### src/rtl/alu_sequencer_pkg.sv
// rtl/alu_sequencer_pkg.sv - shared constants and state encoding for the ALU sequencer
package alu_sequencer_pkg;

    localparam int WIDTH_DEF   = 32;
    localparam int ALUOP_W_DEF = 3;

    localparam logic [2:0] ALUOP_AND = 3'b000;
    localparam logic [2:0] ALUOP_OR  = 3'b001;
    localparam logic [2:0] ALUOP_ADD = 3'b010;
    localparam logic [2:0] ALUOP_SUB = 3'b110;
    localparam logic [2:0] ALUOP_SLT = 3'b111;

    localparam logic [2:0] CMD_AND = 3'd0;
    localparam logic [2:0] CMD_OR  = 3'd1;
    localparam logic [2:0] CMD_ADD = 3'd2;
    localparam logic [2:0] CMD_SUB = 3'd3;
    localparam logic [2:0] CMD_SLT = 3'd4;
    localparam logic [2:0] CMD_MUL = 3'd5;

    typedef enum logic [1:0] {
        ST_IDLE = 2'd0,
        ST_EXEC = 2'd1,
        ST_MUL  = 2'd2,
        ST_DONE = 2'd3
    } state_t;

endpackage

### src/rtl/alu_cmd_decode.sv
// rtl/alu_cmd_decode.sv - combinational command to ALUop / class decode
module alu_cmd_decode
    import alu_sequencer_pkg::*;
(
    input  logic [2:0] cmd,
    output logic [2:0] alu_op,
    output logic       is_mul,
    output logic       is_illegal,
    output logic       ovf_enable
);

    always_comb begin
        alu_op     = ALUOP_AND;
        is_mul     = 1'b0;
        is_illegal = 1'b0;
        ovf_enable = 1'b0;
        case (cmd)
            CMD_AND: alu_op = ALUOP_AND;
            CMD_OR:  alu_op = ALUOP_OR;
            CMD_ADD: begin
                alu_op     = ALUOP_ADD;
                ovf_enable = 1'b1;
            end
            CMD_SUB: begin
                alu_op     = ALUOP_SUB;
                ovf_enable = 1'b1;
            end
            CMD_SLT: alu_op = ALUOP_SLT;
            CMD_MUL: begin
                alu_op = ALUOP_ADD;
                is_mul = 1'b1;
            end
            default: is_illegal = 1'b1;
        endcase
    end

endmodule

### src/rtl/alu_sequencer.sv
// rtl/alu_sequencer.sv - request/response controller for an external ALU with shift-add multiply
module alu_sequencer
    import alu_sequencer_pkg::*;
#(
    parameter int WIDTH   = WIDTH_DEF,
    parameter int ALUOP_W = ALUOP_W_DEF
) (
    input  logic               clk,
    input  logic               rst,
    input  logic               in_valid,
    output logic               in_ready,
    input  logic [2:0]         in_cmd,
    input  logic [WIDTH-1:0]   in_a,
    input  logic [WIDTH-1:0]   in_b,
    output logic [WIDTH-1:0]   alu_a,
    output logic [WIDTH-1:0]   alu_b,
    output logic [ALUOP_W-1:0] alu_op,
    input  logic [WIDTH-1:0]   alu_result,
    input  logic               alu_zero,
    input  logic               alu_overflow,
    output logic               out_valid,
    input  logic               out_ready,
    output logic [WIDTH-1:0]   out_result,
    output logic               out_zero,
    output logic               out_overflow,
    output logic               out_illegal
);

    state_t             state, state_next;
    logic [2:0]         cmd_reg;
    logic [WIDTH-1:0]   mcand;
    logic [WIDTH-1:0]   mplier;
    logic [WIDTH-1:0]   acc;
    logic [4:0]         count;
    logic [WIDTH-1:0]   mplier_next;
    logic               mul_done;
    logic [2:0]         dec_cmd;
    logic [2:0]         dec_alu_op;
    logic               dec_is_mul;
    logic               dec_is_illegal;
    logic               dec_ovf_enable;

    // In IDLE the decoder looks at the incoming command to pick EXEC vs MUL;
    // afterwards it decodes the captured command.
    assign dec_cmd = (state == ST_IDLE) ? in_cmd : cmd_reg;

    alu_cmd_decode u_decode (
        .cmd        (dec_cmd),
        .alu_op     (dec_alu_op),
        .is_mul     (dec_is_mul),
        .is_illegal (dec_is_illegal),
        .ovf_enable (dec_ovf_enable)
    );

    assign mplier_next = mplier >> 1;
    assign mul_done    = (mplier_next == '0) || (count == 5'd31);

    always_ff @(posedge clk or posedge rst) begin
        if (rst) state <= ST_IDLE;
        else     state <= state_next;
    end

    always_comb begin
        state_next = state;
        case (state)
            ST_IDLE: if (in_valid) state_next = dec_is_mul ? ST_MUL : ST_EXEC;
            ST_EXEC: state_next = ST_DONE;
            ST_MUL:  if (mul_done) state_next = ST_DONE;
            ST_DONE: if (out_ready) state_next = ST_IDLE;
            default: state_next = ST_IDLE;
        endcase
    end

    always_comb begin
        in_ready  = 1'b0;
        out_valid = 1'b0;
        alu_a     = '0;
        alu_b     = '0;
        alu_op    = '0;
        case (state)
            ST_IDLE: in_ready = 1'b1;
            ST_EXEC: begin
                alu_a  = mcand;
                alu_b  = mplier;
                alu_op = dec_alu_op;
            end
            ST_MUL: begin
                alu_a  = acc;
                alu_b  = mplier[0] ? mcand : '0;
                alu_op = ALUOP_ADD;
            end
            ST_DONE: out_valid = 1'b1;
            default: ;
        endcase
    end

    // mcand/mplier double as the EXEC operand registers.
    always_ff @(posedge clk or posedge rst) begin
        if (rst) begin
            cmd_reg      <= '0;
            mcand        <= '0;
            mplier       <= '0;
            acc          <= '0;
            count        <= '0;
            out_result   <= '0;
            out_zero     <= 1'b0;
            out_overflow <= 1'b0;
            out_illegal  <= 1'b0;
        end else begin
            case (state)
                ST_IDLE: if (in_valid) begin
                    cmd_reg <= in_cmd;
                    mcand   <= in_a;
                    mplier  <= in_b;
                    acc     <= '0;
                    count   <= '0;
                end
                ST_EXEC: begin
                    if (dec_is_illegal) begin
                        out_result   <= '0;
                        out_zero     <= 1'b1;
                        out_overflow <= 1'b0;
                        out_illegal  <= 1'b1;
                    end else begin
                        out_result   <= alu_result;
                        out_zero     <= alu_zero;
                        out_overflow <= dec_ovf_enable & alu_overflow;
                        out_illegal  <= 1'b0;
                    end
                end
                ST_MUL: begin
                    acc    <= alu_result;
                    mcand  <= mcand << 1;
                    mplier <= mplier_next;
                    count  <= count + 5'd1;
                    if (mul_done) begin
                        out_result   <= alu_result;
                        out_zero     <= (alu_result == '0);
                        out_overflow <= 1'b0;
                        out_illegal  <= 1'b0;
                    end
                end
                default: ;
            endcase
        end
    end

endmodule

### config.mk
export PLATFORM = sky130hd
export DESIGN_NAME = alu_sequencer
export DESIGN_NICKNAME = d
export VERILOG_FILES = /design/src/rtl/alu_sequencer_pkg.sv /design/src/rtl/alu_cmd_decode.sv /design/src/rtl/alu_sequencer.sv
export SDC_FILE = /design/constraint.sdc
export NUM_CORES = 1
export LEC_CHECK = 0
export ABC_AREA = 1
export CORE_UTILIZATION = 48
export DETAILED_ROUTE_END_ITERATION = 16
export PLACE_DENSITY = 0.77
export RECOVER_POWER = 50
export SLEW_MARGIN = 10
export SYNTH_ARGS = -nofsm -noshare
export SYNTH_HDL_FRONTEND = slang
export SYNTH_HIERARCHICAL = 1
export SYNTH_SLANG_ARGS = --single-unit
### constraint.sdc
create_clock -name clk -period 6.25 [get_ports clk]
set_input_delay 0.9375 -clock clk [delete_from_list [all_inputs] [get_ports clk]]
set_output_delay 0.9375 -clock clk [all_outputs]
set_load 0.01 [all_outputs]
==> impl_metrics.py <==
metrics = {
    "detailed_routing": {
        "route.detailed.drc": 0,
        "wl_per_cell_um": 17.61,
        "via_per_inst": 5.569,
        "routed_wl_mm": 23.00,
        "drtPass1Iterations": 5,
        "ant_nets": 0,
        "via_count": 7273,
        "drt_iter0_drc": 741,
    },
    "clock_network": {
        "h-tree-depth": 4,
        "cts_tree": "built",
        "cts_buffers": 17,
        "root_buffer": "clkbuf_16",
        "clock_path_buffers": 2,
        "clock_latency_ns": 0.43,
        "cts_hold_buf": 0,
        "cts.repair.resized": 0,
        "clkSinkCount": 141,
        "path_clk_slew_ns": 0.06,
        "post_cts_buffers": 0,
    },
    "logic_synthesis": {
        "synth-simple-area-share": 0.2264,
        "synth-compound-area-share": 0.1732,
        "yosys-top-cells-area": "dfrtp_1 (49%), nand2_1 (11%), inv_1 (5.8%)",
        "synthAdderAreaFrac": 0.01038,
        "syn_nets": 1050,
        "ys_types": 24,
        "ys_async_sr_fraction": 1.000,
        "ys_seq_elements": 141,
        "synth_xor_area_frac": 0,
        "yosysTopAreaCell": "dfrtp_1",
        "synth_top_area_share": 0.4881,
        "syn_inst": 939,
        "synthMuxAreaShare": 0,
        "yosys_most_used_dff": "dfrtp_1",
        "synth_most_common_cell": "nand2_1",
        "synth_top_family_by_area": "simple AND/OR/NAND/NOR gates",
        "synth_enable_flop_cells": 0,
        "syn_avg_cell_area_sq_um": 7.699,
        "syn_area_sq_um": 7229,
        "synth_seq_area_share": 0.4881,
        "synth_commonest_cells": "nand2_1 (210), dfrtp_1 (141), inv_1 (112)",
        "ys_warn_count": 6,
    },
    "layout": {
        "layout-drive-gt1-share": 0.04278,
        "fin_nets": 1221,
        "fin_cells": 1306,
        "n_antenna_cell": 0,
        "area_growth_pct": 37.37,
        "postLayoutCoreUtil": 0.6807,
    },
    "critical_path": {
        "worstPathRequired_ns": 5.31,
        "timing.critical_path.buf_inv": 4,
        "path_max_fanout": 69,
        "critPathKind": "reg2out",
        "path_cells": "inv_1 > ha_2 > buf_4 > nand2_1 > buf_4 > o22ai_1 > clkdlybuf4s50_1",
        "cp_common_cell": "buf_4",
        "slowest_delay_ns": 0.61,
        "crit_path_start_kind": "flop",
        "cp.arrival_ns": 3.20,
        "crit_family": "buffers and inverters",
        "crit_path_end_kind": "output pin",
        "worst_path_max_delay_cell": "clkdlybuf4s50_1",
    },
    "timing": {
        "rsz0062_at_grt": "false",
        "relSlewSlack": -0.6783,
        "setup_viol": 0,
        "fin_worst_skew_ns": 0.009262,
        "drv_slew": 112,
        "max_freq_ghz": 0.2417,
        "hold_viol_final": 0,
        "setup_slack_ns": 2.112,
        "fin_setup_tns_ns": 0,
        "min_period_ns": 4.138,
        "tightest_slew_ns": 2.517,
        "min_period_over_period": 0.6621,
    },
    "die": {
        "die_w_um": 124.7,
        "fp-row-count": 44,
        "die_area_sq_um": 15560,
        "ios": 209,
        "core_area_sq_um": 14590,
        "initial_core_util": 0.4955,
        "die_h_um": 124.7,
    },
    "placement": {
        "dp_hpwl_mm": 15.78,
        "place_ws_ns": 2.214,
        "gp_congestion": 0.8569,
        "port_buffers": 208,
        "place_inst": 1275,
    },
    "min_path": {
        "hp-class": "reg2reg",
    },
    "power_and_ir_drop": {
        "power.density_nw_per_um2": 570.2,
        "p_leak_nw": 4.495,
        "peakVddDrop_mv": 0.5212,
        "power_w": 0.005662,
    },
    "global_route": {
        "grt_pass1_wl_mm": 36.50,
        "grt_usage": 0.3007,
        "grt_max_degree": 102,
        "gr-total-overflow": 0,
        "antenna_found_initial": 0,
        "grt_pass1_vias": 6850,
    },
    "run": {
        "drv_cap": 2,
    },
    "outcome": {
        "violations": "capacitance limit, slew limit",
        "status": "complete, but fails checks",
    },
}
metal layers:
metal / global-route usage / wire [um]
met5: 0 / 0
met4: 0.1056 / 615
met3: 0.06959 / 1802
met2: 0.4781 / 10890
met1: 0.4028 / 9691
power breakdown:
part	switching (W)	total [W]	leakage [nW]	internal, W
sequential	0.000237	0.00157	1.74	0.00133
clock	0.000393	0.00106	0.301	0.000666
combinational	0.00187	0.00303	2.46	0.00117
cell usage in the layout, fill, tap and decap left out, types with 3 or more instances in the layout:
cell / netlist / layout
a21oi_1: 6 / 6
a31oi_1: 32 / 32
buf_4: 4 / 7
bufinv_16: 0 / 3
clkbuf_16: 0 / 17
clkbuf_8: 0 / 4
clkdlybuf4s50_1: 0 / 171
clkinv_2: 0 / 3
dfrtp_1: 141 / 141
dlygate4sd3_1: 0 / 37
ha_1: 6 / 4
inv_1: 112 / 112
nand2_1: 210 / 211
nand3_1: 78 / 78
nand4_1: 3 / 3
nor2_1: 106 / 105
o211ai_1: 30 / 30
o21ai_0: 61 / 62
o21ai_1: 10 / 10
o22ai_1: 65 / 65
worst register-to-register path: cells and delay by family, from the launching register on:
kind,cells,cell delay [ns]
buf+inv,3,2.49
compound gates,3,0.94
flops,1,0.41
fa+ha+maj,1,0.15
cells by family (layout without fill, tap and decap cells):
| family | after synthesis | count (layout) |
|---|---|---|
| and+or+nand+nor | 404 | 404 |
| adders and majority gates | 6 | 6 |
| DFF | 141 | 141 |
| AOI/OAI and AO/OA | 208 | 208 |
| buffers and inverters | 180 | 363 |
through the flow:
| step | hold slack (ns) | cell area [sq um] |
|---|---|---|
| floorplan | 0.4483 | 7229 |
| global placement | 0.4533 | 9334 |
| detailed placement | 0.4572 | 9334 |
| CTS | 0.4716 | 9952 |
| global route | 0.4948 | 9931 |
| finish | 0.4631 | 9931 |
final timing paths:
path                                start             end  slack, ns  cells after the start
max                              state[1]        alu_b[8]       2.11                      7
min                        out_result[30]  out_result[30]       0.46                      2
min in group asynchronous             rst       mcand[12]       1.19                      2
max in group asynchronous             rst      mplier[23]       2.42                      3
max reg2reg                      state[0]       mplier[3]       2.15                      7
min reg2reg                out_result[30]  out_result[30]       0.46                      2
area by class of cell:
cell class,count,area (sq um)
Fill cell,1180,4658
Sequential cell,141,3528
Tap cell,184,230.2
Clock inverter,10,137.6
Multi-Input combinational cell,618,2975
Inverter,115,436.7
Clock buffer,21,480.5
Timing Repair Buffer,217,2142
(Power assumes the default switching activity.)
==> patch (same flow settings) <==
Change the package constant `WIDTH_DEF` from 32 to 64.
--- a/src/rtl/alu_sequencer_pkg.sv
+++ b/src/rtl/alu_sequencer_pkg.sv
@@ -1,7 +1,7 @@
 // rtl/alu_sequencer_pkg.sv - shared constants and state encoding for the ALU sequencer
 package alu_sequencer_pkg;
 
-    localparam int WIDTH_DEF   = 32;
+    localparam int WIDTH_DEF   = 64;
     localparam int ALUOP_W_DEF = 3;
 
     localparam logic [2:0] ALUOP_AND = 3'b000;
Ports: changed (6 resized); port bits go from 209 to 401. The function was not compared with the original's and may differ.
==> patch against the original RTL <==
The flow still finishes with violations (max-capacitance violations, max-slew violations); die area grew 88%; sequential power grew 96%; worst setup slack lost 0.76 ns; synthesized area grew 89%; critical path type unchanged; cell area grew 91%; power grew 96%; critical endpoint is now alu_a[45]; register-to-register slack lost 0.31 ns; non-clock buffer count grew 199; routed wire length grew 120%; sequential cell count grew 128.
==> patch: results <==
export IMPL_finClkSkew_ns=0.0154
export IMPL_worstSkewPairLatency_ns=0.57
export IMPL_synthTopCellsByArea="dfrtp_1 (49%), nand2_1 (11%), nor2_1 (5.9%), o22ai_1 (5.9%), inv_1 (5.7%)"
export IMPL_globalplace_congestion=0.959
export IMPL_crit_arrival_ns=3.96
export IMPL_grt_max_degree=185
export IMPL_grt_pass1_vias=13100
export IMPL_nets=2296
export IMPL_grt_usage=0.334
export IMPL_io_buffers=400
export IMPL_min_to="out_result[4]"
export IMPL_antenna_found_initial=3
export IMPL_post_drt_wl_per_cell_um=20.0
export IMPL_post_place_ws_ns=1.97
export IMPL_violations="max-capacitance violations, max-slew violations"
export IMPL_path_max_fanout=72
export IMPL_drv_cap=3
export IMPL_vias=14100
export IMPL_holdWs_ns=0.466
export IMPL_holdCritStartpoint="out_result[4]"
export IMPL_grt_pass1_wl_um=74600
export IMPL_rrSetupSlack_ns=1.84
export IMPL_slew_violations=175
export IMPL_dp_hpwl_um=34800
export IMPL_drtIter0Drc=1532
export IMPL_r2r_end="count[3]"
export IMPL_synth_nets=1982
export IMPL_synthAdderAreaFrac=0.00549
export IMPL_drt_pass1_iterations=6
export IMPL_reg2reg_depth=8
export IMPL_synth_seq_area_share=0.492
export IMPL_drive_gt1_frac=0.0398
export IMPL_ir_drop_v=0.000425
export IMPL_run_status="complete, but fails checks"
export IMPL_cts_buffers=31
export IMPL_htree_levels=1
export IMPL_relSlewSlack=-0.770
export IMPL_synth_cell_types=23
## patch: critical path: stages, from the launching register on
cell and delay (ns):
dfrtp_1 0.42, inv_1 0.11, ha_4 0.75, nand2_2 0.80, o21ai_0 0.67, clkdlybuf4s50_1 0.63
## patch: cell families (layout without fill, tap and decap cells)
family / after synthesis / in the layout
buffers and inverters: 346 / 684
other: 0 / 3
AOI/OAI and AO/OA: 399 / 399
adders and majority gates: 6 / 6
and+or+nand+nor: 755 / 755
DFF: 269 / 269
## patch: worst max-delay path by stage
stage / from / endpoint / slack, ns / depth (start not counted)
2_1_floorplan: rst / acc[0] / 1.76 / 1
3_3_place_gp: state[1] / alu_a[45] / 1.95 / 5
3_5_place_dp: state[0] / alu_a[45] / 1.97 / 5
4_1_cts: state[0] / alu_a[45] / 1.36 / 5
5_1_grt: rst / out_result[9] / 1.05 / 3
6_report: state[1] / alu_a[45] / 1.35 / 5
## patch: final cells by class
class                           instances  area, um^2
Antenna cell                            3        7.51
Clock buffer                           39         856
Clock inverter                         18         375
Fill cell                            2358        9000
Inverter                              211         793
Multi-Input combinational cell       1160        5560
Sequential cell                       269        6730
Tap cell                              378         473
Timing Repair Buffer                  416        4140
## patch: power by group
group          total, mW  internal, mW  switching, mW
clock network       2.17          1.42          0.754
registers           3.07          2.54          0.532
logic               5.85          2.21           3.64
total               11.1          6.16           4.93
## patch: stage by stage
| stage | instances | area, um^2 |
|---|---|---|
| 2_1_floorplan | 1775 | 13700 |
| 3_3_place_gp | 2434 | 17700 |
| 3_5_place_dp | 2434 | 17700 |
| 4_1_cts | 2491 | 19000 |
| 5_1_grt | 2494 | 18900 |
| 6_report | 2494 | 18900 |
## patch: per-layer routing
layer / GRT usage / vias to the layer above / share of wire
li1: - / 6502 / -
met1: 0.481 / 6755 / 0.43
met2: 0.505 / 765 / 0.45
met3: 0.0606 / 120 / 0.092
met4: 0.118 / 0 / 0.035
met5: 0 / - / 0
